### src/rtl/multicycle_controller.sv
// rtl/multicycle_controller.sv - multi-cycle ARM-subset control unit; CTRL_COND_EXEC_EN enables NZCV flags and conditional execution
module multicycle_controller (
    input  logic       clk,
    input  logic       reset,
    input  logic [1:0] Op,
    input  logic [5:0] Funct,
    input  logic [2:0] Cond,
    input  logic [3:0] ALUFlags,
    output logic       PCWrite,
    output logic       MemWrite,
    output logic       RegWrite,
    output logic       IRWrite,
    output logic       AdrSrc,
    output logic       ALUSrcA,
    output logic [1:0] ResultSrc,
    output logic [1:0] ALUSrcB,
    output logic [1:0] ImmSrc,
    output logic [1:0] enhanced_op,
    output logic [2:0] ALUControl,
    output logic [2:0] RegSrc,
    output logic [3:0] state
);

    typedef enum logic [3:0] {
        S_FETCH    = 4'd0,
        S_DECODE   = 4'd1,
        S_MEMADR   = 4'd2,
        S_MEMRD    = 4'd3,
        S_MEMWB    = 4'd4,
        S_MEMWR    = 4'd5,
        S_EXECUTER = 4'd6,
        S_EXECUTEI = 4'd7,
        S_ALUWB    = 4'd8,
        S_BRANCH   = 4'd9,
        S_MEMDT    = 4'd10
    } state_t;

    state_t     state_q, state_d, cur_s;
    logic       next_pc, branch, mem_w, reg_w, ir_write, alu_op;
    logic       no_write, cond_ex;
    logic [2:0] dp_ctl;

    always_ff @(posedge clk) begin
        if (reset) state_q <= S_FETCH;
        else       state_q <= state_d;
    end

    always_comb begin
        state_d = S_FETCH;
        case (state_q)
            S_FETCH:  state_d = S_DECODE;
            S_DECODE: begin
                case (Op)
                    2'b00:   state_d = Funct[5] ? S_EXECUTEI : S_EXECUTER;
                    2'b01:   state_d = S_MEMADR;
                    2'b10:   state_d = S_BRANCH;
                    default: state_d = S_MEMDT;
                endcase
            end
            S_MEMADR:               state_d = Funct[0] ? S_MEMRD : S_MEMWR;
            S_MEMRD, S_MEMDT:       state_d = S_MEMWB;
            S_EXECUTER, S_EXECUTEI: state_d = S_ALUWB;
            default:                state_d = S_FETCH;
        endcase
    end

    // Outputs present FETCH values while reset is held, whatever state_q holds.
    assign cur_s = reset ? S_FETCH : state_q;
    assign state = cur_s;

    always_comb begin
        next_pc     = 1'b0;
        branch      = 1'b0;
        mem_w       = 1'b0;
        reg_w       = 1'b0;
        ir_write    = 1'b0;
        AdrSrc      = 1'b0;
        ResultSrc   = 2'b00;
        ALUSrcA     = 1'b0;
        ALUSrcB     = 2'b00;
        alu_op      = 1'b0;
        enhanced_op = 2'b00;
        case (cur_s)
            S_FETCH: begin
                next_pc   = 1'b1;
                ir_write  = 1'b1;
                ResultSrc = 2'b10;
                ALUSrcA   = 1'b1;
                ALUSrcB   = 2'b10;
            end
            S_DECODE: begin
                ResultSrc = 2'b10;
                ALUSrcA   = 1'b1;
                ALUSrcB   = 2'b10;
            end
            S_EXECUTER: alu_op = 1'b1;
            S_EXECUTEI: begin
                ALUSrcB = 2'b01;
                alu_op  = 1'b1;
            end
            S_ALUWB:  reg_w = 1'b1;
            S_MEMADR: ALUSrcB = 2'b01;
            S_MEMWR: begin
                mem_w  = 1'b1;
                AdrSrc = 1'b1;
            end
            S_MEMRD:  AdrSrc = 1'b1;
            S_MEMWB: begin
                reg_w     = 1'b1;
                ResultSrc = 2'b01;
            end
            S_BRANCH: begin
                branch    = 1'b1;
                ResultSrc = 2'b10;
                ALUSrcB   = 2'b01;
            end
            S_MEMDT: begin
                ALUSrcB     = 2'b01;
                enhanced_op = Funct[2:1];
            end
            default: ;
        endcase
    end

    // NoWrite depends only on cmd so it still gates the write-back in ALUWB,
    // where alu_op is already low; memory ops never carry a cmd field.
    always_comb begin
        dp_ctl   = 3'b000;
        no_write = 1'b0;
        case (Funct[4:1])
            4'b0100: dp_ctl = 3'b000;
            4'b0010: dp_ctl = 3'b001;
            4'b0000: dp_ctl = 3'b010;
            4'b1100: dp_ctl = 3'b011;
            4'b0001: dp_ctl = 3'b100;
            4'b1010: begin
                dp_ctl   = 3'b001;
                no_write = (Op == 2'b00);
            end
            default: no_write = (Op == 2'b00);
        endcase
    end

    assign ALUControl = alu_op ? dp_ctl : 3'b000;
    assign ImmSrc     = Op;
    assign RegSrc     = {Op == 2'b11, (Op == 2'b01) && !Funct[0], Op == 2'b10};

`ifdef CTRL_COND_EXEC_EN
    logic [3:0] flags_q, flags_d;

    always_comb begin
        cond_ex = 1'b1;
        case (Cond)
            3'b000:  cond_ex = flags_q[2];
            3'b001:  cond_ex = !flags_q[2];
            3'b010:  cond_ex = flags_q[1];
            3'b011:  cond_ex = !flags_q[1];
            3'b100:  cond_ex = flags_q[3];
            3'b101:  cond_ex = !flags_q[3];
            3'b110:  cond_ex = (flags_q[3] == flags_q[0]);
            default: cond_ex = 1'b1;
        endcase
    end

    always_comb begin
        flags_d = flags_q;
        if ((state_q == S_EXECUTER || state_q == S_EXECUTEI) && Funct[0] && cond_ex)
            flags_d = ALUFlags;
    end

    always_ff @(posedge clk) begin
        if (reset) flags_q <= 4'b0000;
        else       flags_q <= flags_d;
    end
`else
    logic unused_cond_inputs;
    assign unused_cond_inputs = ^{Cond, ALUFlags};
    assign cond_ex            = 1'b1;
`endif

    assign PCWrite  = !reset && (next_pc || (branch && cond_ex));
    assign IRWrite  = !reset && ir_write;
    assign RegWrite = !reset && reg_w && cond_ex && !no_write;
    assign MemWrite = !reset && mem_w && cond_ex;

endmodule

### config.mk
export PLATFORM = sky130hd
export DESIGN_NAME = multicycle_controller
export DESIGN_NICKNAME = d
export VERILOG_FILES = /design/src/rtl/multicycle_controller.sv
export SDC_FILE = /design/constraint.sdc
export NUM_CORES = 1
export LEC_CHECK = 0
export ABC_AREA = 1
export CAP_MARGIN = 10
export CORE_MARGIN = 1
export CORE_UTILIZATION = 32
export CTS_BUF_LIST = sky130_fd_sc_hd__clkbuf_16
export DETAILED_ROUTE_END_ITERATION = 7
export GPL_ROUTABILITY_DRIVEN = 0
export PLACE_DENSITY_LB_ADDON = 0.2
export SLEW_MARGIN = 5
export SYNTH_ARGS = -nofsm -noshare
export SYNTH_HDL_FRONTEND = slang
export SYNTH_SLANG_ARGS = --single-unit
### constraint.sdc
create_clock -name clk -period 1.3 [get_ports clk]
set_input_delay 0.26 -clock clk [delete_from_list [all_inputs] [get_ports clk]]
set_output_delay 0.26 -clock clk [all_outputs]
set_load 0.02 [all_outputs]
After elaboration in Yosys (flattened, before gate mapping) --
Cells that the tools add are included.
Operators by class: eq/ne operators 24, multiplexer cells 18, reduce and logical (&&, ||, !) cells 24
Operator list (number):
- == test 4 x 3 -> 1 bit, second input constant | 7
- == test 4 bit, second input constant | 6
- == test 4 x 2 -> 1 bit, second input constant | 5
- case mux 4 bit (5 select lines) | 1
- OR reduction 2 bit | 7
- == test 4 x 1 -> 1 bit, second input constant | 3
- zero test 4 bit | 3
- case mux 3 bit (4 select lines) | 1
- case mux 4 bit (3 select lines) | 1
- 2-to-1 mux 1 bit | 9
- case mux 2 bit (2 select lines) | 2
- logical AND 1 bit | 6
- 2-to-1 mux 3 bit | 2
- OR reduction 5 bit | 1
- == test 2 bit, second input constant | 2
- 2-to-1 mux 4 bit | 1
- OR reduction 4 bit | 1
- zero test 1 bit | 3
- OR reduction 3 bit | 1
- == test 2 x 1 -> 1 bit, second input constant | 1
- zero test 2 bit | 1
- 2-to-1 mux 2 bit | 1
- logical OR 1 bit | 1
Word-level totals: input port bits 17, flip-flop bits (word level) 4

Logic depth before layout (Yosys ltp) --
Gate-level depths: netlist of the first run.
word-level depth 6, mapped depth 8

Worst setup path after synthesis of the first run --
OpenSTA, ideal clock, no wires.
path kind flip-flop to output port, start reg state_q[2], end out AdrSrc, stages on the path, launching flop included 5, buffers on the path 0, data required time 1.040 ns, arrival 1.060 ns, setup slack -0.020 ns, cell sequence dfxtp_1 -> nand2_2 -> nor2_2 -> inv_2 -> o22ai_1
On the way: cells in the longest elaborated chain, start to end 4
RTL lines:
- start, declared | RTL line 38 | state_t state_q, state_d, cur_s;
- start signal, assigned | RTL line 45 | else state_q <= state_d;
- 2-to-1 mux 4 bit (*) | RTL line 68 | assign cur_s = reset ? S_FETCH : state_q;
- == test 4 x 3 -> 1 bit or == test 4 x 2 -> 1 bit (tied branches) | RTL line 83 | case (cur_s)
- OR reduction 2 bit (no source line) (*)
- 2-to-1 mux 1 bit (*) | RTL line 83
- end, declared | RTL line 13 | output logic AdrSrc,
Every way passes the cells marked *; elsewhere a longest branch is shown, timed or not.

Worst setup path in the final report of the first run --
start reg state_q[3], end out ALUSrcB[0]
On the way: cells in the longest elaborated chain, start to end 4
RTL lines:
- 2-to-1 mux 4 bit (*) | RTL line 68
- == test 4 x 3 -> 1 bit (tied with other cells) | RTL line 83
- OR reduction 4 bit (no source line) or OR reduction 2 bit (tied branches)
- case mux 2 bit (2 select lines) (*) | RTL line 83
- end, declared | RTL line 16 | output logic [1:0] ALUSrcB,
Marks and branches as above.

==> results of run 1 <==
## cells by family after synthesis
group                  share of synthesized area (%)
DFF                                             15.1
and+or+nand+nor                                 56.6
buffers and inverters                           17.0
AOI/OAI and AO/OA                               11.3
## layout make-up
class,instances,area (sq um),area share [%]
Inverter,17,73.8,5.69
Timing Repair Buffer,64,558,43.0
Tap cell,16,20.0,1.54
Sequential cell,4,90.1,6.94
Clock buffer,3,75.1,5.79
Multi-Input combinational cell,70,480,37.0
## Yosys cell counts
cell type,n,area share [%]
nand2_1,22,16
inv_1,10,7.1
a21oi_2,3,5.0
nand3_1,9,8.5
o21ai_1,3,2.8
a21oi_1,1,0.94
o31ai_1,1,1.4
nor2_2,4,4.7
nand4_1,1,1.2
buf_6,1,2.1
nor2_1,18,13
nand2_2,1,1.2
nor3_2,1,1.9
buf_4,2,2.8
o22ai_1,1,1.2
nor2_8,1,3.8
nor3_1,1,0.94
nand3_2,1,1.9
nor2_4,2,4.2
dfxtp_1,4,15
inv_2,7,5.0
## cell usage in the layout (no fill, tap or decap), drive strengths merged, types with 2 or more instances in the layout
| cell type | netlist | routed |
|---|---|---|
| clkbuf | 0 | 4 |
| o21ai | 3 | 3 |
| a21oi | 4 | 4 |
| nor3 | 2 | 2 |
| clkdlybuf4s15 | 0 | 2 |
| nand3 | 10 | 10 |
| nand2 | 23 | 23 |
| buf | 3 | 54 |
| dfxtp | 4 | 4 |
| nor2 | 25 | 25 |
| clkdlybuf4s50 | 0 | 2 |
| dlygate4sd2 | 0 | 5 |
| inv | 17 | 17 |
## per-layer routing
| layer | vias up | share of wire [%] |
|---|---|---|
| met3 | 4 | 6.1 |
| met2 | 39 | 55 |
| met5 | - | 0 |
| met4 | 0 | 1.2 |
| met1 | 373 | 37 |
| li1 | 421 | - |
## final timing paths
check             start          to  slack (ns)  cells past startpoint
max          state_q[3]  ALUSrcB[0]       -0.21                      5
min               Op[0]  state_q[0]        0.56                      4
max reg2reg  state_q[1]  state_q[0]        0.16                      7
min reg2reg  state_q[1]  state_q[3]        0.66                      3
## critical path: stages, from the launching register on
cell     delay (ns)
dfxtp_4        0.39
nand2_4        0.08
nor2_4         0.17
nand2_2        0.11
nand4_1        0.15
buf_6          0.13
## repair_timing
item / in CTS / in global routing
endpoints found under the setup margin: 24 / 17
hold buffers: 0 / 0
pin swaps: 12 / 7
setup buffers: 2 / 2
cloned: 0 / 0
resized for setup: 150 / 31
## power by group through the flow
stage / logic, mW / clock network (mW) / registers [mW]
final: 0.516 / 0.468 / 0.160
after CTS: 0.459 / 0.469 / 0.158
after floorplan: 0.208 / 0 / 0.155
after global placement: 0.441 / 0 / 0.153
after detailed placement: 0.448 / 0 / 0.153
after global routing: 0.549 / 0.482 / 0.161
==> results_dict.tcl, run 1 <==
set metrics [dict create \
    status "complete, but fails checks" \
    violations "setup timing" \
    p_clk_share_pct 40.9 \
    met1_usage_pct 24.4 \
    p_leak_nw 0.692 \
    fmax_ghz 0.662 \
    via_count 837 \
    power_switching_mw 0.369 \
    crit_path_end_kind "output pin" \
    hold_viol 0 \
    overflow 0 \
    fin_hold_ws_ns 0.557 \
    skew_ns 0.00116 \
    fill_cells 89 \
    numPlacedInstances 167 \
    drc 0 \
    io_buffers 33 \
    design_area_sq_um 1300 \
    viasPerCell 4.81 \
    postRouteAntennaNets 0 \
    start_util_pct 34.8 \
    num_rows 14 \
    period_share_pct 116 \
    synth_cell_types 21 \
    largest_register_ffs 4 \
    cts-buffers-inserted 3 \
    htree_levels 1 \
    pwr-share-seq_pct 14.0 \
    synth_warnings 0 \
    pwr-share-comb_pct 45.1 \
    cap_violations 0 \
    clk_latency_ns 0.22 \
    routedWlPerCell_um 12.9 \
    areaGrowthSynthToFinish_pct 145 \
    worstPathArrival_ns 1.25 \
    reg_top3 "state_q: 4 flops" \
    hold_class "in -> reg" \
    drive_above_1_share_pct 66.5 \
    synth_fp_nets 111 \
    synth_cells 94 \
    busiest_layer "met2" \
    die-area_sq_um 1820 \
    final.setup.tns_ns -1.84 \
    cp-start-kind "flip-flop" \
    slew_violations 0 \
    cts.clk_slew.worst_paths_ns 0.03 \
    final_nets 177 \
    dp_slack_ns -0.953 \
    final_util_pct 85.1 \
    power_density_nw_per_um2 882 \
    setup_viol 17 \
    grt_pass1_vias 743 \
    vdd_ir_drop_max_uv 1020 \
    crit_fanout 4 \
    crit_required_ns 1.04 \
    synth_area_sq_um 531 \
    grt_pass1_wl_um 3080 \
    ys_seq_area_share_pct 15.1 \
    drt_wl_total_um 2240 \
    critPathKind "reg -> out" \
    dp_hpwl_um 1450 \
    die_y_um 42.7 \
    diodes 0 \
    antenna_found_initial 0 \
    switching_share_pct 32.2 \
    final.setup.worst_slack_ns -0.212 \
    root_buffer "clkbuf_16" \
    slew_headroom_pct 87.1 \
    postPlaceCellArea_sq_um 1060 \
    io_pins 41 \
    stdcell_count 174 \
    grtUsageTotal_pct 22.0 \
    syn_area_per_cell_sq_um 5.64 \
    tightest_slew_ns 0.192 \
    drtIter0Drc 17 \
    fp.coreArea_sq_um 1520 \
    top_register "state_q" \
    use_met3_pct 4.26 \
    clock_path_buffers 2 \
    min_period_ns 1.51 \
    grt_max_degree 7 \
    rsz0062_at_grt "yes" \
    drtPass1Iterations 4 \
    die_x_um 42.7 \
    internal_power_mw 0.776 \
    power.total_mw 1.14 \
    cts_tree "built" \
    ys_ff_latch 4 \
    use_met2_pct 41.5 \
    clock-sinks 4 \
]
Power figures use the tool's default switching activity.
==> inputs of run 2 (changes only) <==
Settings changed: CELL_PAD_IN_SITES_DETAIL_PLACEMENT from default to 1, CELL_PAD_IN_SITES_GLOBAL_PLACEMENT from default to 1, CORE_UTILIZATION 32 to 20.
==> results_dict.tcl, run 2 (synthesis results as in run 1) <==
set metrics [dict create \
    crit_path_end_kind "output pin" \
    rr_startpoint "state_q[2]" \
    crit_path_cell_trace "inv_6 > nor2_4 > nor2_4 > nand2_2 > o21ai_2 > buf_6" \
    grt_pass1_wl_um 3820 \
    crit_end "PCWrite" \
    final_cell_mix "37 x buf_4, 16 x nand2_1, 12 x nor2_1" \
    power_density_nw_per_um2 914 \
    start_util_pct 21.2 \
    drt_wl_total_um 2500 \
    p_leak_nw 0.693 \
    vdd_ir_drop_max_uv 1230 \
    clock_path_buffers 2 \
    cpMostUsedCell "nor2_4" \
    drive_above_1_share_pct 65.0 \
    crit_cells 6 \
    io_buffers 33 \
    skew_ns 0.00202 \
    final_util_pct 51.3 \
    cts.clk_slew.worst_paths_ns 0.03 \
    grt_pass1_vias 801 \
    critPathMaxStageDelay_ns 0.35 \
    fp.coreArea_sq_um 2500 \
    dp_slack_ns -1.07 \
    top_register "state_q" \
    r2r-end "state_q[0]" \
    slew_violations 0 \
    drtIter0Drc 5 \
    cts-buffers-inserted 3 \
    fmax_ghz 0.690 \
    status "complete, but fails checks" \
    hold_class "in -> reg" \
    tightest_slew_ns 0.223 \
    hold_viol 0 \
    clock-sinks 4 \
    drc 0 \
    postPlaceCellArea_sq_um 1060 \
    postRouteAntennaNets 0 \
    hold_buffers 0 \
    cap_violations 0 \
    crit_required_ns 1.04 \
    final_common_cell "buf_4" \
    dp_hpwl_um 1680 \
    largest_register_ffs 4 \
    die-area_sq_um 2860 \
    areaGrowthSynthToFinish_pct 142 \
    crit_fanout 4 \
    cp_top_family "flip-flops" \
    min_period_ns 1.45 \
    via_count 810 \
    power.total_mw 1.17 \
    diodes 0 \
    final.setup.worst_slack_ns -0.150 \
    startpoint "state_q[0]" \
    cts_tree "built" \
    die_y_um 53.5 \
    period_share_pct 112 \
    setup_viol 16 \
    grtUsageTotal_pct 19.4 \
    root_buffer "clkbuf_16" \
    rsz0062_at_grt "yes" \
    routedWlPerCell_um 13.4 \
    drtPass1Iterations 3 \
    clk_latency_ns 0.23 \
    io_pins 41 \
    antenna_found_initial 0 \
    num_rows 18 \
    reg_top3 "state_q: 4 flops" \
    worstPathArrival_ns 1.19 \
    violations "setup timing" \
    slowest_stage "dfxtp_4" \
    htree_levels 1 \
    r2r_setup_slack_ns 0.18 \
    viasPerCell 4.33 \
    reg2reg_depth 6 \
    slew_headroom_pct 85.0 \
    critPathKind "reg -> out" \
    critPathBufInv 2 \
    final_nets 176 \
    overflow 0 \
    design_area_sq_um 1280 \
    grt_max_degree 7 \
    cp-start-kind "flip-flop" \
    die_x_um 53.5 \
]
-- run 2: cell count changes in the layout (fill, tap and decap cells not counted), sizes merged --
cell,delta
buf,-1
dlygate4sd2,+2
clkbuf,-1
clkdlybuf4s15,-1
dlymetal6s2s,+1
clkdlybuf4s50,-1
-- run 2: worst min path at each step --
stage,from,to,slack [ns],cells past startpoint
global route,reset,state_q[3],0.53,3
global placement,state_q[1],state_q[3],0.64,3
CTS,reset,state_q[3],0.47,3
detailed placement,state_q[1],state_q[3],0.64,3
finish,reset,state_q[3],0.51,3
floorplan,Op[1],state_q[3],0.41,2
-- run 2: layer usage --
metal	global-route usage, %	up-vias	routed length [um]
met2	34.8	20	1350
met5	0	-	0
met4	5.26	0	31
li1	-	417	-
met1	22.0	369	997
met3	5.46	4	122
-- run 2: through the flow --
stage / TNS, ns / std cells / hold WS [ns]
floorplan: 0 / 94 / 0.412
global placement: -19.65 / 178 / 0.638
detailed placement: -20.72 / 178 / 0.643
CTS: -1.82 / 183 / 0.466
global route: -2.84 / 187 / 0.534
finish: -1.81 / 187 / 0.511
-- run 2: worst min-delay path: stages --
cell and delay (ns):
buf_2 0.21, buf_4 0.19, a21oi_2 0.04
-- run 2: power breakdown --
group	leakage, nW	switching (mW)	internal, mW
sequential	0.0353	0.0219	0.139
clock	0.0370	0.0874	0.393
combinational	0.620	0.279	0.251
-- run 2: timing repair --
item,CTS,global route
gates resized for setup,150,24
setup endpoints to repair,24,20
cloned,0,0
pin swaps,8,11
setup buffers,2,4
-- run 2: layout make-up --
cell class	instances	area (sq um)
Clock buffer	3	75.1
Multi-Input combinational cell	70	469
Tap cell	30	37.5
Inverter	17	71.3
Fill cell	325	1220
Sequential cell	4	92.6
Timing Repair Buffer	63	536
==> edit: new RTL, settings of run 1 <==
The option `CTRL_COND_EXEC_EN` is turned on by a define.
--- a/src/rtl/multicycle_controller.sv
+++ b/src/rtl/multicycle_controller.sv
@@ -1,2 +1,4 @@
 // rtl/multicycle_controller.sv - multi-cycle ARM-subset control unit; CTRL_COND_EXEC_EN enables NZCV flags and conditional execution
+`define CTRL_COND_EXEC_EN
+
 module multicycle_controller (
Behaviour: not the same (Yosys sat finds a counterexample within 4 cycles, from zero or initial values and one cycle with reset high).
==> edit against run 1 <==
The flow still finishes with violations (setup timing); sequential cell count grew 4; design area grew 43%; area after synthesis grew 34%; worst setup slack lost 210 ps; highest routed layer unchanged; count of clock-buffer cells in the layout is the same; power grew 26%; fmax shrank 12%; clock skew grew 3.0 ps; largest cell class unchanged; routed wire length grew 81%.
==> edit: results (changes against run 1) <==
Status
  – Outcome: complete, but fails checks
  – Violated checks: setup timing

Finish
  – Fin cells: 242 (+39%)
  – Final nets: 234 (+32%)
  – Fill count: 87 (-2.2%)
  – Multi-input combinational area share: 0.379 (+0.00917)
  – Number of non-clock buffers: 86 (+34%)
  – Largest registers: flags_q x4, state_q x4
  – Clk tree area frac: 0.0405 (-0.0173)
  – Area grow syn2layout: 160%

Timing
  – Final WS setup: -420 ps (-208 ps)
  – Worst slew pin tran: 236 ps (+43.7 ps)
  – Final setup viols: 18 (+1)

Hold path
  – Hold Crit Start: reset
  – Worst hold endpoint: state_q[2]

Critical path
  – CP Capture Point: MemWrite
  – Crit path from: state_q[2]
  – Critical path arrival: 1460 ps (+210 ps)
  – Reg2reg start: state_q[2]
  – Worst-path fanout max: 3 (-1)
  – FF-to-FF setup slack: -50 ps (-210 ps)

GRT
  – M2 GR Usage: 0.562 (+0.146)
  – Largest net degree at the start of global routing: 9 (+2)
  – Met3 Use GR: 0.112 (+0.0696)
  – First-pass GRT wire length: 5400 um (+75%)

Placed design
  – Pre-CTS setup slack: -1120 ps (-165 ps)

Yosys
  – Top cells by area, synth: dfxtp_1 22%, nor2_1 14%, nand2_1 12%
  – Cell count after synthesis: 129 (+37%)

Routing
  – Met3 WL: 233 um (+71%)
  – DR WL met2: 2050 um (+66%)
edit: cell types whose count changed in the layout (fill, tap and decap cells not counted), sizes merged, moves of 5 or more:
cell / run 1 / this run
buf: 54 / 68
a21oi: 4 / 12
inv: 17 / 24
nor2: 25 / 31
dlygate4sd2: 5 / 10
nand3: 10 / 15
edit: worst max-delay path: stages, from the launching register on:
cell and delay (ps):
dfxtp_2 360, inv_2 50, nor2_4 110, buf_6 130, buf_4 110, nand4_1 170, nor2_2 160, buf_6 130
edit: where the power goes:
part | switching (W) | internal (W)
combinational | 0.000329 | 0.000306
sequential | 0.0000196 | 0.000263
clock | 0.000127 | 0.000397
edit: repair_timing:
item                       4_1_cts  5_1_grt
pin swaps                       19       13
buffers inserted                 7        3
gates cloned                     0        0
hold buffers                     0        0
setup endpoints to repair       28       26
resized for setup              174       39
edit: kinds of logic after synthesis:
family,Yosys count,synth area share
compound gates,20,0.158
flops,8,0.225
buf+inv,27,0.163
simple gates,74,0.454
